--- config.mk ---
export PLATFORM = sky130hd
export DESIGN_NAME = fetch_stage
export DESIGN_NICKNAME = d
export VERILOG_FILES = /design/src/rtl/cpu_types_pkg.sv /design/src/rtl/fetch_stage.sv
export SDC_FILE = /design/constraint.sdc
export NUM_CORES = 1
export LEC_CHECK = 0
export ABC_CLOCK_PERIOD_IN_PS = 4600
export BUFFER_PORTS_ARGS = -buffer_cell sky130_fd_sc_hd__clkbuf_2
export CORE_UTILIZATION = 35
export CTS_BUF_LIST = sky130_fd_sc_hd__clkbuf_16
export CTS_CLUSTER_SIZE = 28
export DETAILED_ROUTE_END_ITERATION = 12
export HOLD_SLACK_MARGIN = 0.06
export SETUP_SLACK_MARGIN = 0.2
export SKIP_LAST_GASP = 1
export SYNTH_ARGS = -nofsm -noshare
export SYNTH_HDL_FRONTEND = slang
export SYNTH_SLANG_ARGS = --single-unit
--- constraint.sdc ---
create_clock -name CLK -period 4.6 [get_ports CLK]
set_input_delay 0.23 -clock CLK [delete_from_list [all_inputs] [get_ports CLK]]
set_output_delay 0.23 -clock CLK [all_outputs]
set_load 0.02 [all_outputs]
--- src/rtl/cpu_types_pkg.sv ---
// Shared CPU datapath types: machine word and the fetch sequencer states.
package cpu_types_pkg;

  typedef logic [31:0] word_t;

  typedef enum logic [1:0] {
    RUN        = 2'd0,
    REDIR_PEND = 2'd1,
    HALTED     = 2'd2
  } fetch_state_t;

  function automatic word_t align_word(input word_t addr);
    return {addr[31:2], 2'b00};
  endfunction

endpackage

--- src/rtl/fetch_stage.sv ---
// Instruction fetch: owns the PC, drives the icache and feeds IF/ID.
// Redirects that land during an icache miss are parked until the miss returns.
module fetch_stage
  import cpu_types_pkg::*;
#(
  parameter word_t       PC_INIT = 32'h0000_0000,
  parameter int unsigned PC_INC  = 4
) (
  input  logic  CLK,
  input  logic  RST,
  input  logic  ihit,
  input  word_t imemload,
  output logic  imemREN,
  output word_t imemaddr,
  input  logic  redirect_en,
  input  word_t redirect_pc,
  input  logic  stall,
  input  logic  halt,
  output word_t instr_out,
  output word_t npc_out,
  output logic  flush_out,
  output logic  halted
);

  fetch_state_t state, state_n;
  word_t        pc, pc_n;
  word_t        pend_pc, pend_pc_n;
  word_t        npc;
  word_t        tgt;

  assign npc = pc + word_t'(PC_INC);
  assign tgt = align_word(redirect_pc);

  always_ff @(posedge CLK) begin
    if (RST) begin
      state   <= RUN;
      pc      <= PC_INIT;
      pend_pc <= '0;
    end else begin
      state   <= state_n;
      pc      <= pc_n;
      pend_pc <= pend_pc_n;
    end
  end

  // Priority: halt > redirect > stall > sequential advance.
  always_comb begin
    state_n   = state;
    pc_n      = pc;
    pend_pc_n = pend_pc;
    unique case (state)
      RUN: begin
        if (halt) begin
          state_n = HALTED;
        end else if (redirect_en) begin
          if (ihit) begin
            pc_n = tgt;
          end else begin
            pend_pc_n = tgt;
            state_n   = REDIR_PEND;
          end
        end else if (ihit && !stall) begin
          pc_n = npc;
        end
      end
      REDIR_PEND: begin
        if (halt) begin
          state_n = HALTED;
        end else begin
          // Latest redirect wins, including one arriving with the ihit.
          if (redirect_en) pend_pc_n = tgt;
          if (ihit) begin
            pc_n    = redirect_en ? tgt : pend_pc;
            state_n = RUN;
          end
        end
      end
      HALTED:  state_n = HALTED;
      default: state_n = RUN;
    endcase
  end

  always_comb begin
    imemaddr  = pc;
    instr_out = imemload;
    npc_out   = npc;
    imemREN   = (state != HALTED);
    halted    = (state == HALTED);
    flush_out = (state == REDIR_PEND) || ((state == RUN) && redirect_en);
  end

endmodule

After elaboration in Yosys (flattened, before gate mapping)
Index checks and enable logic that the tools add are counted.
Widths: inputs -> output; s select.
{"block": "totals", "regBits": 66, "output_inout_bits": 99, "elab_cells": 45}
{"block": "classes", "addsub": 1, "eq_ne": 13, "mux": 19, "n_reduce_logical": 9}
{"cell": "$mux 32", "n": 11}
{"cell": "$pmux 32 s2", "n": 2}
{"cell": "$add 32x3->32 const B", "n": 1}
{"cell": "$ne 3x3->1 const B", "n": 5}
{"cell": "$ne 2x2->1 const B", "n": 6}
{"cell": "$mux 2", "n": 5}
{"cell": "$pmux 2 s3", "n": 1}
{"cell": "$reduce_and 6->1", "n": 1}
{"cell": "$reduce_and 5->1", "n": 1}
{"cell": "$reduce_and 3->1", "n": 1}
{"cell": "$eq 2x1->1 const B", "n": 1}
{"cell": "$eq 2x2->1 const B", "n": 1}
{"cell": "$logic_and 1x1->1", "n": 2}
{"cell": "$logic_not 2->1", "n": 1}
{"cell": "$reduce_bool 2->1", "n": 1}
{"cell": "$logic_not 1->1", "n": 1}
{"cell": "$logic_or 1x1->1", "n": 1}

Depth between registers and ports, before layout
{"block": "logic_depth", "ltp_word": 6, "depth_mapped": 7, "depth_no_buf": 6}

Least setup slack after synthesis
Ideal clock, no wire load.
{"block": "synth_timing", "path_kind": "register -> output", "from": "register pc[2] (netlist: imemaddr[2])", "to": "output npc_out[18]", "arrival_time_ps": 2038, "setup_slack_ps": 2332, "path_stages_with_launch": 5, "n_path_buf": 0, "path_cell_list": "dfxtp_1 -> ha_1 -> nand4_2 -> or4_2 -> xnor2_1"}
{"block": "synth_between", "elab_chain_len": 1}
{"item": "from (decl)", "line_no": "fetch_stage.sv:26", "text": "word_t pc, pc_n;"}
{"item": "from (signal assigned)", "line_no": "fetch_stage.sv:41", "text": "pc <= pc_n;"}
{"item": "$add 32x3->32", "line_no": "fetch_stage.sv:31", "text": "assign npc = pc + word_t'(PC_INC);"}
{"item": "to (decl)", "line_no": "fetch_stage.sv:20", "text": "output word_t npc_out,"}
No other way between the ends.

Worst setup path after layout
{"block": "layout_timing", "from": "register pc[2] (netlist: imemaddr[2])", "to": "output npc_out[30]"}
The elaborated chain is that of the path after synthesis.

==> results_dict.tcl <==
set metrics [dict create \
    status "completed" \
    numCtsBuffers 9 \
    critical_path.startpoint "imemaddr[2]" \
    grt_pass1_vias 3553 \
    place_ws_ns 2.16 \
    placed_area_sq_mm 0.00438 \
    hold_buffers 0 \
    synth_area_leaders "dfxtp_1, nand2_1, a21oi_1" \
    cts_resized 0 \
    row_count 39 \
    fmaxAchievable_mhz 353 \
    crit_chain "ha_1 > nand4_2 > nor3_2 > nand4_1 > xnor2_1 > clkbuf_2" \
    postSynthCellCount 541 \
    r2r_slack_ns 2.20 \
    r2r_end "imemaddr[22]" \
    antenna_found_initial 0 \
    crit_end "npc_out[30]" \
    yosysUniqueCellTypes 56 \
    synthFlopType "dfxtp_1" \
    path_depth 6 \
    io_buffers 102 \
    io_pins 169 \
    dp_cells 721 \
    drive_above_1_share_pct 23.4 \
    vdd_drop_max_v 0.000198 \
    grt_max_degree 69 \
    cp.required_ns 4.37 \
    max-cap-violations 0 \
    worstSetupEndpointType "output port" \
    initialDrtViolationCount 330 \
    start_kind "flop" \
    die_width_microns 110 \
    wl_per_cell_microns 16.5 \
    setup_viol 0 \
    areaGrowthSynthToFinish_pct 13.4 \
    gr-total-overflow 0 \
    grt_first_pass_wirelength_microns 18500 \
    hold_class "input port to flop" \
    grtUsageMet3_pct 3.59 \
    core_area_sq_mm 0.0114 \
    synth_area_per_cell_sq_um 7.55 \
    worst_slew_pin_slew_ns 1.17 \
    antenna-diode-count 0 \
    utilization_pct 40.7 \
    cp_num_buf_inv 1 \
    critPathTopFamily "simple AND/OR/NAND/NOR gates" \
    die_y_microns 110 \
    fin_tns_setup_ns 0 \
    cts.clk_slew.worst_paths_ns 0.05 \
    drc 0 \
    hold_viol 0 \
    start_util_pct 35.9 \
    critical_path.max_stage_delay_ns 0.59 \
    synthesis.nets 612 \
    synth_edf_count 0 \
    relSlewSlack_pct 21.8 \
    p_leak_nw 1.82 \
    use_met2_pct 30.8 \
    post-route-period-util_pct 61.5 \
    p_per_area_mw_per_mm2 307 \
    gr-max-usage-layer "met2" \
    crit_fanout 7 \
    dp_hpwl_microns 8110 \
    detail-route-antenna-nets 0 \
    hold_slack_ns 0.135 \
    slowest_stage "nor3_2" \
    path_class "flop to output port" \
    netlist_area_sq_mm 0.00408 \
    place.gp.congestion 0.794 \
    use_met1_pct 27.9 \
    rsz0062_at_grt "no" \
    cts_buffer_depth 2 \
    final.setup.worst_slack_ns 1.77 \
    yosys_register_bits 66 \
    viasPerCell 5.48 \
    finalWirelength_microns 12100 \
    ys_seq_area_share_pct 32.4 \
    htreeDepth 3 \
    tritoncts "yes" \
    grtUsageTotal_pct 20.2 \
    yosys.area.top_type_share_pct 32.4 \
    postSynth.asyncResetShare_pct 0 \
    cp.arrival_ns 2.60 \
    fin_crit_ns 2.83 \
    firstDrtPassIters 5 \
    yosys.area.top_type "dfxtp_1" \
    postCtsSetupRepairBufs 0 \
    cts_root_buf "clkbuf_16" \
    layoutNonFillerInstCount 737 \
    cts_sinks 66 \
    stdcell_area_sq_mm 0.00463 \
    clock_skew_ns 0.00607 \
    totalPowerFinal_mw 1.42 \
    reg2regPathDepth 4 \
    timing.rr.start "state[1]" \
    vias 4036 \
    worstSkewPairLatency_ns 0.33 \
    dieArea_sq_mm 0.0121 \
    synth_warnings 0 \
    fin_nets 660 \
    maxSlewViolCount 0 \
]
state kept, by name, summed over array words and instances, names as in the netlist:
name      count
imemaddr     32
pend_pc      32
state         2
cells in the final DEF, fill, tap and decap left out, types with 5 or more instances in the layout:
cell and count:
nand2_1 108, clkbuf_2 102, dfxtp_1 66, a21oi_1 55
o21ai_0 38, nor2_1 28, xnor2_1 19, inv_1 15
nor3_1 13, nor3b_1 12, nand4_1 9, nand3_1 9
xor2_1 9, clkbuf_16 9, o32ai_1 8, buf_4 8
nand2b_1 6, a221o_1 6, a31oi_1 5, a22oi_1 5
cell type report:
type                       count  area (sq um)
tap                          143           179
sequential                    66          1320
clock buffer                   9           225
clock inverter                 7          28.8
inverter                      13          48.8
multi-input combinational    389          2260
fill                        1189          6740
timing repair buffer         110           571
worst min path at each step:
| stage | from | to | cells after the start |
|---|---|---|---|
| global route | redirect_pc[12] | pend_pc[12] | 3 |
| detailed placement | pend_pc[31] | pend_pc[31] | 2 |
| global placement | pend_pc[16] | pend_pc[16] | 2 |
| floorplan | ihit | state[0] | 1 |
| CTS | redirect_pc[28] | pend_pc[28] | 3 |
| finish | redirect_pc[15] | pend_pc[15] | 3 |
power by group:
group / internal, mW / switching [mW]
logic: 0.0706 / 0.134
clock network: 0.353 / 0.246
registers: 0.593 / 0.0271
layer usage:
metal / wire [microns] / up-vias
li1: - / 1959
met1: 5530 / 1904
met2: 5610 / 149
met3: 745 / 24
met4: 259 / 0
met5: 0 / -
synthesized netlist by cell type, types with 2 or more instances:
cell type	instances
a211oi_1	2
a21oi_1	55
a221o_1	6
a22oi_1	5
a31oi_1	5
a32oi_1	2
a41oi_1	2
and3_1	4
and3_2	3
and4_1	2
buf_1	2
buf_4	35
clkbuf_1	27
clkbuf_2	2
clkbuf_8	6
dfxtp_1	66
inv_1	13
mux2i_1	4
nand2_1	108
nand2b_1	6
nand3_1	9
nand3_2	2
nand4_1	9
nor2_1	28
nor2b_1	4
nor3_1	13
nor3_2	2
nor3b_1	12
nor4_1	2
o21a_1	2
o21ai_0	38
o22ai_1	3
o31a_1	4
o32ai_1	8
or3_1	3
xnor2_1	19
xor2_1	9
worst reg2reg max path, cell delays in order (launching register included):
cell,delay (ns)
dfxtp_1,0.35
nor2_1,0.35
o311a_1,0.83
nand2b_1,0.50
o32ai_1,0.27
cell families (layout without fill, tap and decap cells):
family / count (synthesis) / in the layout / synth area share, %
adders and majority gates: 1 / 1 / 0.306
and+or+nand+nor: 215 / 215 / 26.2
xor gates and xnor gates: 28 / 28 / 6.01
AOI/OAI and AO/OA: 141 / 141 / 21.5
DFF: 66 / 66 / 32.4
muxes: 4 / 4 / 0.981
buffers and inverters: 86 / 139 / 12.7
Power figures use the tool's default switching activity.
